--- src/rtl/hazard_if.sv ---
// Decode-stage fields and memory handshake in, stall/flush/forward controls out.
// The master side drives the decode fields; the scoreboard sits on the slave side.
interface hazard_if #(
  parameter int op_width  = 5,
  parameter int cnt_width = 16
);
  logic [op_width-1:0]  rsd;
  logic [op_width-1:0]  rtd;
  logic [op_width-1:0]  dst_d;
  logic                 reg_write_d;
  logic                 mem_to_reg_d;
  logic                 mem_write_d;
  logic                 branch_d;
  logic [1:0]           pc_src_d;
  logic                 mem_ready;
  logic                 stall_f;
  logic                 stall_d;
  logic                 stall_e;
  logic                 stall_m;
  logic                 flush_d;
  logic                 flush_e;
  logic                 flush_w;
  logic                 forward_a_d;
  logic                 forward_b_d;
  logic [1:0]           forward_a_e;
  logic [1:0]           forward_b_e;
  logic                 mem_timeout;
  logic [cnt_width-1:0] stall_cycles;

  modport master (
    output rsd, rtd, dst_d, reg_write_d, mem_to_reg_d, mem_write_d,
           branch_d, pc_src_d, mem_ready,
    input  stall_f, stall_d, stall_e, stall_m, flush_d, flush_e, flush_w,
           forward_a_d, forward_b_d, forward_a_e, forward_b_e,
           mem_timeout, stall_cycles
  );

  modport slave (
    input  rsd, rtd, dst_d, reg_write_d, mem_to_reg_d, mem_write_d,
           branch_d, pc_src_d, mem_ready,
    output stall_f, stall_d, stall_e, stall_m, flush_d, flush_e, flush_w,
           forward_a_d, forward_b_d, forward_a_e, forward_b_e,
           mem_timeout, stall_cycles
  );
endinterface

--- src/rtl/hazard_scoreboard.sv ---
// Hazard controller for a 5-stage MIPS pipeline: shadow register-tag pipeline,
// forwarding selects, load/branch interlocks and variable-latency memory wait.
//   state    | meaning
//   RUN      | normal issue; memory access in M completes this cycle or we enter wait
//   MEM_WAIT | M-stage access outstanding, whole pipeline frozen
//   ERROR    | memory never answered; frozen until reset
module hazard_scoreboard #(
  parameter int op_width       = 5,
  parameter int timeout_cycles = 64,
  parameter int cnt_width      = 16
) (
  input logic     clk,
  input logic     reset,
  hazard_if.slave hz
);
  typedef enum logic [1:0] {RUN, MEM_WAIT, ERROR} state_t;

  localparam int wc_width = $clog2(timeout_cycles + 1);

  state_t               state;
  logic [wc_width-1:0]  wait_cnt;
  logic                 timeout_q;
  logic [cnt_width-1:0] stall_cnt;

  logic [op_width-1:0]  rs_e, rt_e, dst_e, dst_m, dst_w;
  logic                 rw_e, m2r_e, mw_e, rw_m, m2r_m, mw_m, rw_w;

  logic mem_acc_m, mem_stall, lw_stall, br_stall, hz_stall;

  function automatic logic match(input logic [op_width-1:0] x,
                                 input logic [op_width-1:0] y,
                                 input logic v);
    return v && (x != '0) && (x == y);
  endfunction

  always_comb begin
    mem_acc_m = m2r_m | mw_m;
    // once the access completes in MEM_WAIT the stall drops the same cycle
    mem_stall = (state == ERROR) ||
                (state == MEM_WAIT && !hz.mem_ready) ||
                (state == RUN && mem_acc_m && !hz.mem_ready);
    lw_stall  = m2r_e && (dst_e != '0) && (dst_e == hz.rsd || dst_e == hz.rtd);
    br_stall  = hz.branch_d &&
                (match(hz.rsd, dst_e, rw_e)  || match(hz.rtd, dst_e, rw_e) ||
                 match(hz.rsd, dst_m, m2r_m) || match(hz.rtd, dst_m, m2r_m));
    hz_stall  = lw_stall | br_stall;
  end

  assign hz.stall_f = mem_stall | hz_stall;
  assign hz.stall_d = mem_stall | hz_stall;
  assign hz.stall_e = mem_stall;
  assign hz.stall_m = mem_stall;
  assign hz.flush_w = mem_stall;
  assign hz.flush_e = !mem_stall && hz_stall;
  assign hz.flush_d = !mem_stall && !hz_stall && (|hz.pc_src_d);

  assign hz.forward_a_d = match(hz.rsd, dst_m, rw_m);
  assign hz.forward_b_d = match(hz.rtd, dst_m, rw_m);
  assign hz.forward_a_e = match(rs_e, dst_m, rw_m) ? 2'b10 :
                          match(rs_e, dst_w, rw_w) ? 2'b01 : 2'b00;
  assign hz.forward_b_e = match(rt_e, dst_m, rw_m) ? 2'b10 :
                          match(rt_e, dst_w, rw_w) ? 2'b01 : 2'b00;

  assign hz.mem_timeout  = timeout_q;
  assign hz.stall_cycles = stall_cnt;

  always_ff @(posedge clk) begin
    if (!reset) begin
      state     <= RUN;
      wait_cnt  <= '0;
      timeout_q <= 1'b0;
    end else begin
      case (state)
        RUN: begin
          if (mem_acc_m && !hz.mem_ready) begin
            state    <= MEM_WAIT;
            wait_cnt <= wc_width'(1);
          end
        end
        MEM_WAIT: begin
          if (hz.mem_ready) begin
            state <= RUN;
          end else if (wait_cnt == wc_width'(timeout_cycles)) begin
            state     <= ERROR;
            timeout_q <= 1'b1;
          end else begin
            wait_cnt <= wait_cnt + wc_width'(1);
          end
        end
        ERROR:   state <= ERROR;
        default: state <= RUN;
      endcase
    end
  end

  always_ff @(posedge clk) begin
    if (!reset) begin
      stall_cnt <= '0;
    end else if (hz.stall_d && stall_cnt != '1) begin
      stall_cnt <= stall_cnt + cnt_width'(1);
    end
  end

  // shadow tag pipeline follows exactly the stall/flush pattern issued above
  always_ff @(posedge clk) begin
    if (!reset) begin
      rs_e <= '0; rt_e <= '0; dst_e <= '0; rw_e <= 1'b0; m2r_e <= 1'b0; mw_e <= 1'b0;
      dst_m <= '0; rw_m <= 1'b0; m2r_m <= 1'b0; mw_m <= 1'b0;
      dst_w <= '0; rw_w <= 1'b0;
    end else if (mem_stall) begin
      dst_w <= '0;
      rw_w  <= 1'b0;
    end else begin
      if (hz_stall) begin
        rs_e <= '0; rt_e <= '0; dst_e <= '0; rw_e <= 1'b0; m2r_e <= 1'b0; mw_e <= 1'b0;
      end else begin
        rs_e  <= hz.rsd;
        rt_e  <= hz.rtd;
        dst_e <= hz.dst_d;
        rw_e  <= hz.reg_write_d;
        m2r_e <= hz.mem_to_reg_d;
        mw_e  <= hz.mem_write_d;
      end
      dst_m <= dst_e;
      rw_m  <= rw_e;
      m2r_m <= m2r_e;
      mw_m  <= mw_e;
      dst_w <= dst_m;
      rw_w  <= rw_m;
    end
  end
endmodule

--- src/flat_wrapper.sv ---
// flat-port wrapper written by rule: the top's interface ports become plain ports
module hazard_scoreboard_flat 
#(
  parameter int op_width       = 5,
  parameter int timeout_cycles = 64,
  parameter int cnt_width      = 16
)
  (clk, reset, hz_rsd, hz_rtd, hz_dst_d, hz_reg_write_d, hz_mem_to_reg_d, hz_mem_write_d, hz_branch_d, hz_pc_src_d, hz_mem_ready, hz_stall_f, hz_stall_d, hz_stall_e, hz_stall_m, hz_flush_d, hz_flush_e, hz_flush_w, hz_forward_a_d, hz_forward_b_d, hz_forward_a_e, hz_forward_b_e, hz_mem_timeout, hz_stall_cycles);
  hazard_if #(.op_width(op_width), .cnt_width(cnt_width)) hz_i ();
  input logic clk;
  input logic reset;
  input wire logic [$bits(hz_i.rsd)-1:0] hz_rsd;
  input wire logic [$bits(hz_i.rtd)-1:0] hz_rtd;
  input wire logic [$bits(hz_i.dst_d)-1:0] hz_dst_d;
  input wire logic [$bits(hz_i.reg_write_d)-1:0] hz_reg_write_d;
  input wire logic [$bits(hz_i.mem_to_reg_d)-1:0] hz_mem_to_reg_d;
  input wire logic [$bits(hz_i.mem_write_d)-1:0] hz_mem_write_d;
  input wire logic [$bits(hz_i.branch_d)-1:0] hz_branch_d;
  input wire logic [$bits(hz_i.pc_src_d)-1:0] hz_pc_src_d;
  input wire logic [$bits(hz_i.mem_ready)-1:0] hz_mem_ready;
  output wire logic [$bits(hz_i.stall_f)-1:0] hz_stall_f;
  output wire logic [$bits(hz_i.stall_d)-1:0] hz_stall_d;
  output wire logic [$bits(hz_i.stall_e)-1:0] hz_stall_e;
  output wire logic [$bits(hz_i.stall_m)-1:0] hz_stall_m;
  output wire logic [$bits(hz_i.flush_d)-1:0] hz_flush_d;
  output wire logic [$bits(hz_i.flush_e)-1:0] hz_flush_e;
  output wire logic [$bits(hz_i.flush_w)-1:0] hz_flush_w;
  output wire logic [$bits(hz_i.forward_a_d)-1:0] hz_forward_a_d;
  output wire logic [$bits(hz_i.forward_b_d)-1:0] hz_forward_b_d;
  output wire logic [$bits(hz_i.forward_a_e)-1:0] hz_forward_a_e;
  output wire logic [$bits(hz_i.forward_b_e)-1:0] hz_forward_b_e;
  output wire logic [$bits(hz_i.mem_timeout)-1:0] hz_mem_timeout;
  output wire logic [$bits(hz_i.stall_cycles)-1:0] hz_stall_cycles;
  assign hz_i.rsd = hz_rsd;
  assign hz_i.rtd = hz_rtd;
  assign hz_i.dst_d = hz_dst_d;
  assign hz_i.reg_write_d = hz_reg_write_d;
  assign hz_i.mem_to_reg_d = hz_mem_to_reg_d;
  assign hz_i.mem_write_d = hz_mem_write_d;
  assign hz_i.branch_d = hz_branch_d;
  assign hz_i.pc_src_d = hz_pc_src_d;
  assign hz_i.mem_ready = hz_mem_ready;
  assign hz_stall_f = hz_i.stall_f;
  assign hz_stall_d = hz_i.stall_d;
  assign hz_stall_e = hz_i.stall_e;
  assign hz_stall_m = hz_i.stall_m;
  assign hz_flush_d = hz_i.flush_d;
  assign hz_flush_e = hz_i.flush_e;
  assign hz_flush_w = hz_i.flush_w;
  assign hz_forward_a_d = hz_i.forward_a_d;
  assign hz_forward_b_d = hz_i.forward_b_d;
  assign hz_forward_a_e = hz_i.forward_a_e;
  assign hz_forward_b_e = hz_i.forward_b_e;
  assign hz_mem_timeout = hz_i.mem_timeout;
  assign hz_stall_cycles = hz_i.stall_cycles;
  hazard_scoreboard #(.op_width(op_width), .timeout_cycles(timeout_cycles), .cnt_width(cnt_width)) u_core (.clk(clk), .reset(reset), .hz(hz_i));
endmodule
--- config.mk ---
export PLATFORM = sky130hd
export DESIGN_NAME = hazard_scoreboard_flat
export DESIGN_NICKNAME = d
export VERILOG_FILES = /design/src/rtl/hazard_if.sv /design/src/rtl/hazard_scoreboard.sv /design/src/flat_wrapper.sv
export SDC_FILE = /design/constraint.sdc
export NUM_CORES = 1
export LEC_CHECK = 0
export CAP_MARGIN = 15
export CORE_MARGIN = 1
export CORE_UTILIZATION = 52
export DETAILED_ROUTE_END_ITERATION = 8
export GPL_ROUTABILITY_DRIVEN = 0
export PLACE_DENSITY_LB_ADDON = 0.1
export SLEW_MARGIN = 0
export SYNTH_ARGS = -nofsm -noshare
export SYNTH_HDL_FRONTEND = slang
export SYNTH_SLANG_ARGS = --single-unit
--- constraint.sdc ---
create_clock -name clk -period 2.5 [get_ports clk]
set_input_delay 0.375 -clock clk [delete_from_list [all_inputs] [get_ports clk]]
set_output_delay 0.375 -clock clk [all_outputs]
set_load 0.02 [all_outputs]
# ---- Word level (Yosys, flattened, before mapping)
# Index checks and enable logic that the tools add are counted.
dict set report totals {
  register_bits 58
  in_bits 24
  output_inout_bits 30
  wordCells 111
}
dict set report op_classes {
  n_addsub 2
  eq_ne 18
  n_mux 18
  n_bitwise 5
  reduce_logical 52
}
# cell count
set op_table {}
lappend op_table {{$eq A5 B5 Y1} 10}
lappend op_table {{$logic_and A1 B1 Y1} 31}
lappend op_table {{$reduce_bool A5 Y1} 5}
lappend op_table {{$mux W7} 3}
lappend op_table {{$add A16 B1 Y16 const B} 1}
lappend op_table {{$ne A16 B16 Y1 const B} 1}
lappend op_table {{$mux W5} 3}
lappend op_table {{$pmux W7 S2} 1}
lappend op_table {{$mux W2} 5}
lappend op_table {{$add A7 B1 Y7 const B} 1}
lappend op_table {{$eq A7 B7 Y1 const B} 1}
lappend op_table {{$logic_or A1 B1 Y1} 6}
lappend op_table {{$ne A2 B2 Y1 const B} 3}
lappend op_table {{$pmux W2 S3} 1}
lappend op_table {{$mux W1} 5}
lappend op_table {{$reduce_and A4 Y1} 1}
lappend op_table {{$reduce_or A2 Y1} 2}
lappend op_table {{$logic_not A1 Y1} 3}
lappend op_table {{$ne A3 B3 Y1 const B} 1}
lappend op_table {{$or A1 B1 Y1} 3}
lappend op_table {{$reduce_and A3 Y1} 1}
lappend op_table {{$eq A2 B1 Y1 const B} 1}
lappend op_table {{$eq A2 B2 Y1 const B} 1}
lappend op_table {{$logic_not A2 Y1} 1}
lappend op_table {{other kinds (3)} 4}

# ---- Logic depth before layout (Yosys ltp)
dict set report logic_depth {
  depth_word 11
  ltp_mapped 10
  depth_no_buf 8
}

# ---- Worst setup path before layout
# No wires, ideal clock.
dict set report synth_path {
  path_type {in2out}
  start {input hz_rtd[1]}
  end {output hz_flush_d}
  arrival_time_ns 2.243
  required_ns 2.125
  path_slack_ns -0.118
  stages 9
  n_path_buf 2
  path_cell_list {or4_1 nor2_2 nor4_1 o211a_1 nor3_4 buf_4 buf_6 inv_2 nor2_1}
}
dict set report synth_via {
  elab_chain_cells 11
  elab_cells_between_ends 18
  cone_classes {3 x eq/ne; 1 x bitwise; 14 x reduce/logical}
}
# item line
set synth_lines {}
lappend synth_lines {{start: declaration} flat_wrapper.sv:13} ;# input wire logic [$bits(hz_i.rtd)-1:0] hz_rtd;
lappend synth_lines {{$reduce_bool A5 Y1} hazard_scoreboard.sv:33} ;# return v && (x != '0) && (x == y);
lappend synth_lines {{$logic_and A1 B1 Y1 (2 in series)} hazard_scoreboard.sv:33}
lappend synth_lines {{$logic_or A1 B1 Y1 (2 in series)} hazard_scoreboard.sv:44} ;# (match(hz.rsd, dst_e, rw_e) || match(hz.rtd, dst_e, rw_e) ||
lappend synth_lines {{$logic_or A1 B1 Y1} hazard_scoreboard.sv:45} ;# match(hz.rsd, dst_m, m2r_m) || match(hz.rtd, dst_m, m2r_m));
lappend synth_lines {{$logic_and A1 B1 Y1} hazard_scoreboard.sv:43} ;# br_stall = hz.branch_d &&
lappend synth_lines {{$or A1 B1 Y1 *} hazard_scoreboard.sv:46} ;# hz_stall = lw_stall | br_stall;
lappend synth_lines {{$logic_not A1 Y1 *} hazard_scoreboard.sv:55} ;# assign hz.flush_d = !mem_stall && !hz_stall && (|hz.pc_src_d);
lappend synth_lines {{$logic_and A1 B1 Y1 * (2 in series)} hazard_scoreboard.sv:55}
lappend synth_lines {{end: declaration} flat_wrapper.sv:25} ;# output wire logic [$bits(hz_i.flush_d)-1:0] hz_flush_d;
# Mark *: on every way between the ends. The rest lies on a longest branch, timed or not.

# ---- Worst setup path after layout
dict set report layout_path {
  start {register u_core.dst_e[1]}
  end {output hz_flush_d}
}
dict set report layout_via {
  elab_chain_cells 10
  elab_cells_between_ends 18
  cone_classes {4 x eq/ne; 1 x bitwise; 13 x reduce/logical}
}
# item line
set layout_lines {}
lappend layout_lines {{start: declaration} hazard_scoreboard.sv:25} ;# logic [op_width-1:0] rs_e, rt_e, dst_e, dst_m, dst_w;
lappend layout_lines {{start signal: assignment} hazard_scoreboard.sv:119} ;# dst_e <= hz.dst_d;
lappend layout_lines {{$eq A5 B5 Y1} {hazard_scoreboard.sv:33, hazard_scoreboard.sv:42}}
lappend layout_lines {{$logic_and A1 B1 Y1} hazard_scoreboard.sv:33}
lappend layout_lines {{$logic_or A1 B1 Y1 (2 in series)} hazard_scoreboard.sv:44}
lappend layout_lines {{$logic_or A1 B1 Y1} hazard_scoreboard.sv:45}
lappend layout_lines {{$logic_and A1 B1 Y1} hazard_scoreboard.sv:43}
lappend layout_lines {{$or A1 B1 Y1 *} hazard_scoreboard.sv:46}
lappend layout_lines {{$logic_not A1 Y1 *} hazard_scoreboard.sv:55}
lappend layout_lines {{$logic_and A1 B1 Y1 * (2 in series)} hazard_scoreboard.sv:55}
# Marked as above.

==> results.yml <==
timing:
  fin_crit_ps: 2450
  hold_violations: 0
  finClkSkew_ps: 4.39
  fin_ws_ps: 46.7
  grt_setup_unrepaired: "yes"
  clock.fmax_mhz: 408
  slew-limit-headroom_pct: 62.7
  maxSlewViolCount: 0
  tns_ps: 0
  worst_slew_pin_slew_ps: 558
  setup_viol: 0
  holdWs_ps: 448
  layout_worst_path_cycle_share_pct: 98.1
clock_network:
  cts_buffer_depth: 2
  ctsHoldBuffers: 0
  root_buffer: "clkbuf_8"
  htreeDepth: 3
  clk_latency_ps: 330
  numCtsBuffers: 9
  path_clk_slew_ps: 60
  cts_tree: "yes"
  clkSinkCount: 58
route:
  drt-met1-wl_mm: 3.41
  first_pass_iters: 4
  dr_wl_met3_um: 356
  wl_met2_mm: 3.87
  top_layer: "met4"
  vias: 2875
  totalWireLength_mm: 7.73
  drt_iter0_drc: 126
  ant_nets: 0
  wl_per_cell_um: 14.7
  route.detailed.drc: 0
  via_per_inst: 5.46
worst_setup_path:
  critPathLaunchType: "register"
  cp.arrival_ps: 2080
  path_buf_inv: 4
  cp_slowest_cell: "or4_1"
  critPathCaptureType: "primary output"
  crit_type: "reg -> out"
  cp_cell_sequence: "or4_1, o21ai_2, a21oi_2, buf_4, nor3_4, inv_2, buf_6, nor2_4, buf_6"
  required_ps: 2120
  crit_path_max_fanout: 3
  max_stage_delay_ps: 530
  cp_top_family: "simple AND/OR/NAND/NOR gates"
  cpMostUsedCell: "buf_6"
run_status:
  status: "complete, no violations"
pwr:
  p_per_area_nw_per_um2: 532
  leakagePower_nw: 1.71
  ir_drop_v: 0.000298
  finalPower_mw: 2.21
final_layout:
  syn_to_final_growth_pct: 38.2
  drive_gt1_share_pct: 23.3
  fillers: 435
  multi_input_comb_area_um2: 1850
  regArea_um2: 1160
  final_cells: 527
  layout.nets: 477
  n_antenna_cell: 0
floorplan:
  die_area_um2: 6090
  die_y_um: 78.0
  fp.dieW_um: 78.0
  core_area_um2: 5540
  num_rows: 27
  initial_core_util_pct: 54.2
  io_pins: 54
placement:
  port_buffers: 53
  dp_hpwl_mm: 5.45
  placed_cells: 506
  post-place-ws_ps: -688
global_route:
  grt_pass1_wl_mm: 12.9
  antenna_found_initial: 0
  track_usage_pct: 26.7
  grt_max_degree: 40
  overflow: 0
  grt_pass1_vias: 2799
synth:
  synth.avg_cell_area_um2: 8.33
  synth_edf_count: 0
  yosysSeqAreaShare_pct: 38.6
  netlist.area_leader.share_pct: 38.6
  yosys_register_bits: 58
  synth_top_cell_by_area: "dfxtp_1"
  syn_inst: 361
  synth_ff_type: "dfxtp_1"
  syn_area_um2: 3010
  ys_warn_count: 0
  synth.top_cells.by_area: "dfxtp_1, xnor2_1, nand2_1"
  ys_async_sr_fraction_pct: 0
  syn_nets: 388
  ys_types: 40
job:
  maxCapViolCount: 0
min_path:
  min_path_type: "in -> reg"
[placed cells by master, fill, tap and decap left out, types with 4 or more instances in the layout]
cell type | netlist | routed
xor2_1 | 16 | 16
nand3_1 | 13 | 11
xnor2_1 | 29 | 27
a21oi_1 | 14 | 12
buf_4 | 5 | 47
or3_1 | 4 | 4
and3_1 | 10 | 10
nor3_1 | 5 | 4
nand2_1 | 44 | 44
clkdlybuf4s50_1 | 0 | 31
clkbuf_2 | 0 | 6
nor4_2 | 1 | 5
dlymetal6s2s_1 | 0 | 4
inv_1 | 6 | 6
and2_1 | 6 | 6
buf_2 | 0 | 5
nand4_1 | 8 | 8
clkdlybuf4s15_1 | 0 | 5
clkbuf_8 | 0 | 10
mux2i_1 | 10 | 10
nor4_1 | 10 | 4
dfxtp_1 | 58 | 57
or4_1 | 6 | 4
clkinv_2 | 0 | 5
a22oi_1 | 18 | 18
nor2_1 | 42 | 39
nand2b_1 | 9 | 9
o21ai_0 | 6 | 5
[worst reg2reg max path, delay by kind of cell, from the launching register on]
| family | cells | cell delay (ps) |
|---|---|---|
| xor gates and xnor gates | 1 | 130 |
| buffers and inverters | 2 | 350 |
| and+or+nand+nor | 4 | 1280 |
| DFF | 1 | 330 |
| AOI/OAI and AO/OA | 2 | 280 |
[cell families after synthesis]
group,count (synthesis),share of synthesized area (%)
buffers and inverters,31,5.00
and+or+nand+nor,166,28.1
adders and majority gates,3,1.25
xor gates and xnor gates,45,13.1
muxes,10,3.33
DFF,58,38.6
AOI/OAI and AO/OA,48,10.5
[per-stage QoR]
step                area, µm²  utilization, %
finish                   4150            75.0
floorplan                3010               -
detailed placement       3840            69.2
CTS                      4090            73.7
global route             4150            75.0
global placement         3840            69.2
[timing repair]
| item | CTS | global route |
|---|---|---|
| setup endpoints to repair | 22 | 17 |
| buffers inserted | 2 | 3 |
| pin swaps | 11 | 13 |
| resized for setup | 62 | 33 |
[where the power goes]
part           internal [mW]  total [mW]  switching (mW)
combinational          0.218       0.457           0.239
sequential             0.967        1.01          0.0444
clock                  0.377       0.740           0.363
total                   1.56        2.21           0.646
[cell usage after synthesis (2+ instances only)]
cell type	n
inv_2	2
clkbuf_1	14
nor3_1	5
inv_1	6
nand4_1	8
nand3_1	13
nand2_1	44
o211ai_1	2
o31ai_1	3
a22oi_1	18
and4_1	2
buf_1	2
nor2_1	42
nor4_1	10
xnor2_1	29
and3_1	10
buf_6	2
xor2_1	16
nand2b_1	9
dfxtp_1	58
or4_1	6
a21oi_1	14
or3_1	4
and2_1	6
o21ai_0	6
buf_4	5
ha_1	3
mux2i_1	10
[worst paths after layout]
check	cells past startpoint	from	slack [ps]	to
max reg2reg	9	u_core.dst_e[1]	60	u_core.hz.stall_cycles[14]
max	9	u_core.dst_e[1]	50	hz_flush_d
min	4	hz_rtd[2]	450	u_core.rt_e[2]
min reg2reg	2	u_core.mw_e	470	u_core.mw_m
[registers in the layout, summed over array words and instances, names as in the netlist, 2 cells and up]
| signal | flops |
|---|---|
| u_core.hz.stall_cycles | 16 |
| u_core.rt_e | 5 |
| u_core.state | 2 |
| u_core.dst_e | 5 |
| u_core.wait_cnt | 7 |
| u_core.dst_w | 5 |
| u_core.dst_m | 5 |
| u_core.rs_e | 5 |
[layout make-up]
class                   instances  area share (%)
repair buffers                101            20.5
multi-input cells             272            44.5
well taps                      72            2.17
clock inverters                 6           0.783
flip-flops and latches         58            28.0
inverters                       8           0.723
clock buffers                  10            3.31
[routing by layer]
layer | GRT usage [%] | vias up
met2 | 48.2 | 71
li1 | - | 1428
met3 | 5.12 | 9
met4 | 7.22 | 0
met5 | 0 | -
met1 | 32.4 | 1367
Note: power is estimated with default switching activity, not from simulation.
